## src/rtl/trig_cmd_sched.sv

```systemverilog
// trig_cmd_sched: builds one 32-bit TURF->SURF command word per 8-clock
// command cycle from a trigger FIFO, a round-robin message arbiter and an
// optional PPS flag. Both command fanouts carry the same word.
// Optional feature macro: TRIG_SCHED_PPS_EN (PPS edge detect and flag in [15]).
module trig_cmd_sched #(
  parameter int NREQ            = 3,
  parameter int TRIG_FIFO_DEPTH = 4
) (
  input  logic              sysclk_i,
  input  logic              sysclk_rstn_i,
  input  logic              sysclk_phase_i,
  input  logic              pps_i,
  input  logic [15:0]       trig_tdata,
  input  logic              trig_tvalid,
  output logic              trig_tready,
  input  logic [NREQ-1:0]   msg_valid_i,
  input  logic [8*NREQ-1:0] msg_data_i,
  output logic [NREQ-1:0]   msg_ack_o,
  output logic [31:0]       command67_o,
  output logic [31:0]       command68_o,
  output logic              trig_overlap_o
);

  localparam int AW = $clog2(TRIG_FIFO_DEPTH);
  localparam int CW = AW + 1;
  localparam logic [AW:0] FULL_CNT = CW'(TRIG_FIFO_DEPTH);
  localparam logic [AW:0] ONE_CNT  = CW'(1);

  logic        rst_meta;
  logic        rst_n;
  logic        load;
  logic [14:0] fifo_mem [TRIG_FIFO_DEPTH];
  logic [AW:0] wr_ptr;
  logic [AW:0] rd_ptr;
  logic [AW:0] fifo_cnt;
  logic        fifo_empty;
  logic        fifo_full;
  logic        push;
  logic        pop;

  logic [1:0]      last_grant;
  logic            grant_any;
  logic [1:0]      grant_idx;
  logic [7:0]      grant_data;
  logic [NREQ-1:0] grant_vec;
  logic            pps_bit;
  logic [31:0]     cmd_word;
  logic            unused_tdata;

  assign load = sysclk_phase_i;

  // Reset asserts immediately, releases two clocks after the external deassert
  always_ff @(posedge sysclk_i or negedge sysclk_rstn_i) begin
    if (!sysclk_rstn_i) begin
      rst_meta <= 1'b0;
      rst_n    <= 1'b0;
    end else begin
      rst_meta <= 1'b1;
      rst_n    <= rst_meta;
    end
  end

  // Trigger FIFO: pointer-difference occupancy, one extra pointer bit for full
  assign fifo_cnt    = wr_ptr - rd_ptr;
  assign fifo_empty  = (fifo_cnt == '0);
  assign fifo_full   = (fifo_cnt == FULL_CNT);
  assign trig_tready = rst_n & ~fifo_full;
  assign push        = trig_tvalid & trig_tready;
  assign pop         = load & ~fifo_empty;

  // FIFO pointers advance on accepted push and on load-edge pop
  always_ff @(posedge sysclk_i or negedge rst_n) begin
    if (!rst_n) begin
      wr_ptr <= '0;
      rd_ptr <= '0;
    end else begin
      if (push) wr_ptr <= wr_ptr + ONE_CNT;
      if (pop)  rd_ptr <= rd_ptr + ONE_CNT;
    end
  end

  // FIFO storage; contents are don't-care while the pointers say empty
  always_ff @(posedge sysclk_i) begin
    if (push) fifo_mem[wr_ptr[AW-1:0]] <= trig_tdata[14:0];
  end

  // Round-robin pick: search starts one past the previous winner
  always_comb begin
    int cand;
    cand       = 0;
    grant_any  = 1'b0;
    grant_idx  = '0;
    grant_data = '0;
    grant_vec  = '0;
    for (int i = 1; i <= NREQ; i++) begin
      cand = int'(last_grant) + i;
      if (cand >= NREQ) cand = cand - NREQ;
      for (int k = 0; k < NREQ; k++) begin
        if (!grant_any && (k == cand) && msg_valid_i[k]) begin
          grant_any    = 1'b1;
          grant_idx    = 2'(k);
          grant_data   = msg_data_i[8*k +: 8];
          grant_vec[k] = 1'b1;
        end
      end
    end
  end

`ifdef TRIG_SCHED_PPS_EN
  logic pps_d;
  logic pps_pend;

  // PPS rising edge arms a pending flag; an edge on the load edge survives it
  always_ff @(posedge sysclk_i or negedge rst_n) begin
    if (!rst_n) begin
      pps_d    <= 1'b0;
      pps_pend <= 1'b0;
    end else begin
      pps_d <= pps_i;
      if (pps_i & ~pps_d) pps_pend <= 1'b1;
      else if (load)      pps_pend <= 1'b0;
    end
  end

  assign pps_bit = pps_pend;
`else
  logic unused_pps;
  assign unused_pps = pps_i;
  assign pps_bit    = 1'b0;
`endif

  assign unused_tdata = trig_tdata[15];

  // Assemble the word from whatever is pending at this clock
  always_comb begin
    cmd_word = '0;
    if (!fifo_empty) begin
      cmd_word[31]    = 1'b1;
      cmd_word[30:16] = fifo_mem[rd_ptr[AW-1:0]];
    end
    cmd_word[15] = pps_bit;
    if (grant_any) begin
      cmd_word[11:10] = grant_idx;
      cmd_word[9]     = 1'b1;
      cmd_word[7:0]   = grant_data;
    end
  end

  // Load edge: both fanout registers capture the word, winner gets its ack
  always_ff @(posedge sysclk_i or negedge rst_n) begin
    if (!rst_n) begin
      command67_o    <= '0;
      command68_o    <= '0;
      msg_ack_o      <= '0;
      last_grant     <= 2'(NREQ - 1);
      trig_overlap_o <= 1'b0;
    end else begin
      msg_ack_o <= '0;
      if (load) begin
        command67_o <= cmd_word;
        command68_o <= cmd_word;
        if (grant_any) begin
          msg_ack_o  <= grant_vec;
          last_grant <= grant_idx;
        end
        if (pop && (fifo_cnt > ONE_CNT)) trig_overlap_o <= 1'b1;
      end
    end
  end

endmodule

```

## config.mk

```make
export PLATFORM = sky130hd
export DESIGN_NAME = trig_cmd_sched
export DESIGN_NICKNAME = d
export VERILOG_FILES = /design/src/rtl/trig_cmd_sched.sv
export SDC_FILE = /design/constraint.sdc
export NUM_CORES = 1
export LEC_CHECK = 0
export BUFFER_PORTS_ARGS = -buffer_cell sky130_fd_sc_hd__buf_2
export CORE_MARGIN = 1
export CORE_UTILIZATION = 54
export CTS_CLUSTER_DIAMETER = 120
export CTS_CLUSTER_SIZE = 12
export DETAILED_ROUTE_END_ITERATION = 8
export HOLD_SLACK_MARGIN = 0.08
export PLACE_DENSITY_LB_ADDON = 0.15
export SKIP_LAST_GASP = 1
export SLEW_MARGIN = 15
export SYNTH_ARGS = -nofsm -noshare
export SYNTH_HDL_FRONTEND = slang
export SYNTH_SLANG_ARGS = --single-unit
```

## constraint.sdc

```tcl
create_clock -name sysclk_i -period 2.8 [get_ports sysclk_i]
set_input_delay 0.14 -clock sysclk_i [delete_from_list [all_inputs] [get_ports sysclk_i]]
set_output_delay 0.14 -clock sysclk_i [all_outputs]
set_load 0.02 [all_outputs]
```

* Yosys cells after proc, flatten, opt, wreduce, memory -nomap -nowiden
Memories as Yosys holds them, arrays and structs flattened. Cells that the tools add are included.
Cells by class: bitwise gates (word level) 5, $add $sub $neg 9, equal/unequal tests 7, magnitude comparators 4, multiplexer cells 44, reductions and logical operators 32
Operators by type and width (count):
- == test 2 x 32 -> 1 bit, first input constant | 3
- == test 3 x 32 -> 1 bit, first input constant | 3
- zero test 32 bit | 3
- two-way mux 32 bit | 3
- two-way mux 8 bit | 10
- two-way mux 1 bit | 20
- logical AND 1 bit | 18
- two-way mux 16 bit | 1
- two-way mux 2 bit | 7
- subtractor 3 x 2 -> 4 bit, second input constant | 3
- greater-or-equal comparator 3 x 2 -> 1 bit, second input constant | 3
- two-way mux 3 bit | 3
- zero test 1 bit | 8
- adder 2 x 2 -> 3 bit, second input constant | 2
- adder 3 x 1 -> 3 bit, second input constant | 2
- AND reduction 2 bit | 2
- adder 2 x 1 -> 3 bit, second input constant | 1
- AND 1 bit | 3
- == test 3 bit, second input constant | 1
- > comparator 3 x 1 -> 1 bit, second input constant | 1
- zero test 3 bit | 1
- subtractor 3 bit | 1
- NOT 1 bit | 2
Word-level totals: bits in writable memories 60, output and inout port bits 69, memories 1, bits in registers 41, input bits 48
Memory list:
- fifo_mem | depth 4, bits a word 15, rd ports 1, clocked after memory_dff 0, wr ports 1, line 32 | logic [14:0] fifo_mem [TRIG_FIFO_DEPTH];

* Logic depth before layout (Yosys ltp)
Gate-level depths: netlist of the first run.
word-level depth 40, depth in mapped cells 9

* Worst setup path before layout of the first run
No wires, ideal clock.
kind register to register, start register rd_ptr[1], end memory fifo_mem[3][0], enable pin, cell stages (with the launch flop) 8, period minus slack after synthesis 3013 ps, path slack -213 ps, data arrival time 2639 ps, library setup time 374 ps, cell sequence dfrtp_1 > clkbuf_1 > clkbuf_1 > inv_1 > fa_1 > xnor3_1 > a31oi_2 > and3_1
Between the ends: longest elaborated chain between the ends 7
RTL lines:
- from (decl) | line 34 | logic [AW:0] rd_ptr;
- from (signal assigned) | line 78 | if (pop) rd_ptr <= rd_ptr + ONE_CNT;
- subtractor 3 bit | line 64 | assign fifo_cnt = wr_ptr - rd_ptr;
- == test 3 bit | line 66 | assign fifo_full = (fifo_cnt == FULL_CNT);
- NOT 1 bit | line 67 | assign trig_tready = rst_n & ~fifo_full;
- AND 1 bit | line 67
- net trig_tready | line 15 | output logic trig_tready,
- AND 1 bit | line 68 | assign push = trig_tvalid & trig_tready;
- two-way mux 1 bit | line 84 | if (push) fifo_mem[wr_ptr[AW-1:0]] <= trig_tdata[14:0];
- two-way mux 1 bit (implied by the code) | line 84
- to (decl) | line 32
The timed path passes the listed nets, and every way through them passes these cells.

* Final worst setup path of the first run
start register wr_ptr[0], end memory fifo_mem[2][8], enable pin
Between the ends: longest elaborated chain between the ends 7
RTL lines:
- from (decl) | line 33 | logic [AW:0] wr_ptr;
- from (signal assigned) | line 77 | if (push) wr_ptr <= wr_ptr + ONE_CNT;
- subtractor 3 bit | line 64
- == test 3 bit | line 66
- NOT 1 bit | line 67
- AND 1 bit | line 67
- AND 1 bit | line 68
- two-way mux 1 bit | line 84
- two-way mux 1 bit (implied by the code) | line 84
Several ways; a longest one is shown, not always the timed one.

==> run_results.csv, run 1 <==
group,metric,value,unit
cts,cts_tree,"yes",
placement,dp_hpwl,6857,um
drt,wl_per_cell,17.38,um
finish,fill_cells,665,
drt,drc,10,
grt,overflow,0,
logic_synthesis,synth_area_leaders,"edfxtp_1, dfrtp_1, mux4_2",
timing,max_freq,0.3920,GHz
critical_path,cp_max_fo,15,
floorplan,rows,34,
drt,via_per_inst,5.861,
grt,grt_first_pass_wirelength,17090,um
floorplan,die_w,98.41,um
logic_synthesis,ys_ff_latch,101,
floorplan,die_h,98.41,um
timing,finalSetupViolCount,0,
power,leakage,2.530,nW
grt,grtUsageTotal,0.2333,
hold_path,hp-class,"primary input to flip-flop",
logic_synthesis,avgSynthCellArea,13.10,um2
floorplan,start_util,0.5672,
grt,grt_pass1_vias,3411,
outcome,status,"complete, but fails checks",
cts,cts_sinks,101,
placement,gp_congestion,0.8902,
logic_synthesis,yosys.area.top_type,"edfxtp_1",
timing,fin_crit_sh,0.9111,
flow_run,cap_violations,0,
logic_synthesis,synth_seq_area_share,0.5637,
logic_synthesis,synthFlopType,"edfxtp_1",
timing,tightestPinTransition,580.9,ps
cts,clkTransAtPathRegs,100,ps
critical_path,criticalPathCategory,"flip-flop to flip-flop",
placement,dp.cells,564,
logic_synthesis,netlist_area,5019,um2
logic_synthesis,netlist.area_leader.share,0.3590,
finish,synthToLayoutAreaGrowth,16.16,%
logic_synthesis,yosysMostFrequentCell,"edfxtp_1",
timing,finalHoldViolCount,0,
timing,slew_headroom,0.6104,
finish,drive_gt1_frac,0.3571,
finish,final_nets,544,
cts,cts_buffers,9,
finish,fin_area,5829,um2
timing,setup_tns,0,ps
logic_synthesis,yosysWarnings,0,
placement,dpl-instance-area,5458,um2
power,ir_worst_vdd,578.6,uV
critical_path,required,2820,ps
drt,vias,3505,
logic_synthesis,ys_top_cells_by_count,"edfxtp_1, dfrtp_1, buf_4",
cts,htree_levels,3,
timing,finClkSkew,9.205,ps
critical_path,crit_arrival,2570,ps
placement,io_buffers,104,
cts,cts-root-buf,"clkbuf_8",
logic_synthesis,synth_cells,383,
drt,totalWireLength,10390,um
finish,n_antenna_cell,0,
finish,instances_no_fill,598,
outcome,violations,"DRC",
logic_synthesis,synth_edf_count,60,
cts,cts_setup_buffers,0,
critical_path,worstSetupStartpointType,"flip-flop",
drt,dr.pass1.iters,7,
power,powerDensity,1027,nW/um2
timing,finalCriticalPeriod,2551,ps
timing,finalMaxSlewViolations,0,
floorplan,core,8848,um2
hold_path,hold_start,"msg_data_i[20]",
logic_synthesis,synthArstFlopShare,0.4059,
critical_path,end_kind,"flip-flop",
floorplan,io_pins,117,
critical_path,worstSetupStartpoint,"wr_ptr[0]",
cts,clock_path_buffers,2,
drt,drtIter0Drc,215,
grt,antenna_found_initial,0,
grt,grt_max_degree,40,
floorplan,die_area,9684,um2
timing,rsz0062_at_grt,"no",
drt,ant_nets,0,
cts,clk_latency,370,ps
logic_synthesis,synthDistinctLibCells,56,
critical_path,r2r_start,"wr_ptr[0]",
-- logic make-up after synthesis --
group / Yosys count / synth area share
compound gates: 112 / 0.1700
flops: 101 / 0.5637
buf+inv: 82 / 0.09374
simple gates: 54 / 0.06108
mux: 16 / 0.06956
fa+ha+maj: 11 / 0.02892
xor+xnor: 5 / 0.01147
other cells: 2 / 0.001496
-- final timing paths --
kind,endpoint,slack (ps),cells after the start
worst min-delay path,command68_o[4],100,3
min in group asynchronous,command68_o[7],370,1
worst max register to register,fifo_mem[2][8],250,7
worst max-delay path,fifo_mem[2][8],250,7
worst min register to register,rst_n,360,0
max in group asynchronous,rst_n,2060,3
-- power breakdown --
part | leakage [nW] | switching (mW) | total [mW] | internal, mW
registers | 1.05 | 0.188 | 2.14 | 1.95
clock network | 0.0993 | 0.539 | 0.886 | 0.347
logic | 1.38 | 1.78 | 2.97 | 1.18
total | 2.53 | 2.51 | 5.99 | 3.48
-- sequential cells by signal (all words and copies together), names as in the netlist --
| signal | count |
|---|---|
| rd_ptr | 3 |
| rst_meta | 1 |
| rst_n | 1 |
| msg_ack_o | 3 |
| last_grant | 2 |
| fifo_mem | 60 |
| command68_o | 27 |
| wr_ptr | 3 |
| trig_overlap_o | 1 |
-- metal layers --
layer / global-route usage / vias up / part of all wire / wire, um
met3: 0.04510 / 12 / 0.076 / 788
met2: 0.3694 / 178 / 0.48 / 4955
met5: 0 / - / 0 / 0
met1: 0.3197 / 1713 / 0.43 / 4503
li1: - / 1602 / - / -
met4: 0.09529 / 0 / 0.014 / 144
-- layout make-up --
type	instances	area, um2	area share
Inverter	28	105.1	0.01803
Multi-Input combinational cell	209	1762	0.3022
Sequential cell	101	2830	0.4855
Tap cell	108	135.1	0.02318
Clock buffer	9	123.9	0.02125
Timing Repair Buffer	136	805.8	0.1382
Clock inverter	7	67.56	0.01159
-- what timing repair did --
item / in CTS / in global routing
endpoints found under the hold margin: 63 / 0
hold buffers: 18 / 0
resized for setup: 0 / 0
-- worst max-delay path, stage by stage (launching register included) --
cell and delay [ps]:
dfrtp_1 420, inv_1 150, ha_1 170, inv_1 50, fa_1 370, xnor3_1 250, a31oi_2 320, and3_2 510
-- metrics by stage --
step / hold slack (ps) / power [mW] / utilization / setup WS (ps)
2_1_floorplan: -155.6 / 4.480 / - / 83.82
3_3_place_gp: -71.21 / 5.046 / 0.6168 / 321.9
3_5_place_dp: -70.47 / 5.119 / 0.6168 / 222.4
4_1_cts: 82.41 / 6.035 / 0.6588 / 221.2
5_1_grt: 101.0 / 6.394 / 0.6588 / 78.76
6_report: 97.88 / 5.989 / 0.6588 / 248.8
-- cells in the final DEF (no fill, tap or decap), drive strengths merged, types with 9 or more instances in the layout --
cell type    count
buf            118
mux4            15
o21ai           16
a21oi           20
nor2b            9
a21o            11
dfrtp           40
dlygate4sd3     18
ha              10
clkbuf           9
nor2            13
inv             31
edfxtp          60
nand2           12
conb            11
o2bb2ai         15
(Power assumes the default switching activity.)
==> inputs of run 2 (changes only) <==
--- a/config.mk
+++ b/config.mk
@@ -7,7 +7,7 @@
 export LEC_CHECK = 0
 export BUFFER_PORTS_ARGS = -buffer_cell sky130_fd_sc_hd__buf_2
 export CORE_MARGIN = 1
-export CORE_UTILIZATION = 54
+export CORE_UTILIZATION = 55
 export CTS_CLUSTER_DIAMETER = 120
 export CTS_CLUSTER_SIZE = 12
 export DETAILED_ROUTE_END_ITERATION = 8
==> constraint.sdc (replaced) <==
create_clock -name sysclk_i -period 2.95 [get_ports sysclk_i]
set_input_delay 0.1475 -clock sysclk_i [delete_from_list [all_inputs] [get_ports sysclk_i]]
set_output_delay 0.1475 -clock sysclk_i [all_outputs]
set_load 0.02 [all_outputs]
==> run_results.csv, run 2 (synthesized netlist as in run 1, its figures left out) <==
group,metric,value,unit
outcome,status,"complete, no violations",
floorplan,io_pins,117,
critical_path,cp_slowest_stage_delay,530,ps
critical_path,r2r_start,"wr_ptr[0]",
grt,overflow,0,
hold_path,hold_start,"msg_data_i[16]",
floorplan,die_h,97.53,um
drt,wl_per_cell,18.20,um
finish,final_nets,543,
placement,dp_hpwl,7128,um
power,p_int,3.384,mW
drt,dr.pass1.iters,4,
hold_path,hp-class,"primary input to flip-flop",
cts,cts_sinks,101,
power,pwr-share-clk,0.159,
cts,cts_setup_buffers,0,
critical_path,cpMostUsedCell,"inv_1",
finish,fill_cells,669,
timing,slew_headroom,0.5194,
timing,finClkSkew,9.016,ps
timing,rsz0062_at_grt,"no",
cts,htree_levels,3,
critical_path,criticalPathCategory,"flip-flop to flip-flop",
cts,cts_buffers,9,
timing,finalHoldViolCount,0,
cts,cts_tree,"yes",
drt,drtIter0Drc,180,
finish,n_antenna_cell,0,
cts,clock_path_buffers,2,
finish,drive_gt1_frac,0.3579,
critical_path,worstSetupStartpointType,"flip-flop",
critical_path,cp_max_fo,16,
cts,cts-root-buf,"clkbuf_8",
timing,fin_crit_sh,0.8719,
drt,ant_nets,0,
floorplan,start_util,0.5727,
power,power_frac_seq,0.351,
finish,synthToLayoutAreaGrowth,16.38,%
power,power_switching,2.416,mW
finish,final_common_cell,"buf_2",
finish,layout_common_cells,"buf_2, edfxtp_1, dfrtp_1",
floorplan,die_area,9511,um2
grt,grt_pass1_vias,3531,
finish,largest_reg_flops,60,
critical_path,end_kind,"flip-flop",
timing,finalCriticalPeriod,2572,ps
critical_path,worstSetupStartpoint,"wr_ptr[0]",
critical_path,ff2ff_path_depth,7,
placement,gp_congestion,0.8846,
power,powerDensity,993.0,nW/um2
critical_path,path_cells,"inv_1 -> ha_1 -> inv_1 -> fa_1 -> xnor3_1 -> a31oi_2 -> and3_2",
drt,vias,3514,
critical_path,crit_slowest_cell,"and3_2",
power,switching_share,0.4166,
floorplan,rows,34,
drt,drc,0,
grt,grtUsageTotal,0.2352,
hold_path,hold_depth,3,
timing,max_freq,0.3888,GHz
drt,via_per_inst,5.886,
critical_path,crit_arrival,2580,ps
cts,clk_latency,360,ps
power,ir_worst_vdd,750.0,uV
timing,setup_tns,0,ps
drt,totalWireLength,10870,um
timing,tightestPinTransition,718.2,ps
grt,grt_first_pass_wirelength,17290,um
timing,finalSetupViolCount,0,
floorplan,core,8763,um2
grt,grt_max_degree,40,
critical_path,required,2960,ps
placement,io_buffers,104,
power,combPwrFrac,0.489,
grt,antenna_found_initial,0,
cts,clkTransAtPathRegs,100,ps
power,leakage,2.532,nW
timing,holdWs,109.5,ps
timing,finalMaxSlewViolations,0,
floorplan,die_w,97.53,um
flow_run,cap_violations,0,
[run 2: power by group through the flow]
stage	Sequential (mW)	Combinational [mW]	Clock (mW)
final	2.04	2.84	0.924
after global routing	2.07	3.07	0.984
after CTS	2.04	2.85	0.941
after detailed placement	2.07	2.82	0
after global placement	2.05	2.76	0
after floorplan	2.25	2.00	0
[run 2: per-stage QoR]
step / instances / utilization / instance area (um2) / power [mW] / setup slack, ps
2_1_floorplan: 392 / - / 5057 / 4.248 / 110.4
3_3_place_gp: 564 / 0.6224 / 5454 / 4.803 / 435.8
3_5_place_dp: 564 / 0.6224 / 5454 / 4.887 / 394.9
4_1_cts: 597 / 0.6665 / 5841 / 5.828 / 365.2
5_1_grt: 597 / 0.6665 / 5841 / 6.125 / 258.6
6_report: 597 / 0.6665 / 5841 / 5.800 / 377.8
[run 2: repair_timing]
item,4_1_cts,5_1_grt
hold buffers,17,0
gates resized for setup,0,0
hold endpoints to repair,62,0
[run 2: per-layer routing]
| metal | share of wire | global-route usage | wire (um) |
|---|---|---|---|
| met5 | 0 | 0 | 0 |
| met4 | 0.014 | 0.08258 | 156 |
| met3 | 0.071 | 0.05468 | 768 |
| met2 | 0.51 | 0.4045 | 5528 |
| met1 | 0.41 | 0.2914 | 4412 |
[run 2: final cells by class]
class                   instances  area, um2  area share
flip-flops and latches        101       2830      0.4846
well taps                     108      135.1     0.02314
clock inverters                 7      92.59     0.01585
multi-input cells             209       1758      0.3010
inverters                      28      105.1     0.01799
clock buffers                   9      123.9     0.02121
repair buffers                135      795.8      0.1362
[run 2: worst paths after layout]
kind                             endpoint  slack, ps
max in group asynchronous           rst_n       2180
max                        fifo_mem[3][5]        380
min reg2reg                     wr_ptr[1]        350
min                        command68_o[0]        110
max reg2reg                fifo_mem[3][5]        380
min in group asynchronous       wr_ptr[1]        350
[run 2: worst max-delay path, delay by kind of cell, from the launching register on]
kind | cells | cell delay [ps]
XOR/XNOR | 1 | 250
AO/OA/AOI/OAI | 1 | 300
buffers and inverters | 2 | 190
AND/OR/NAND/NOR | 1 | 530
adder cells (fa/ha/maj) | 2 | 530
flip-flops | 1 | 420
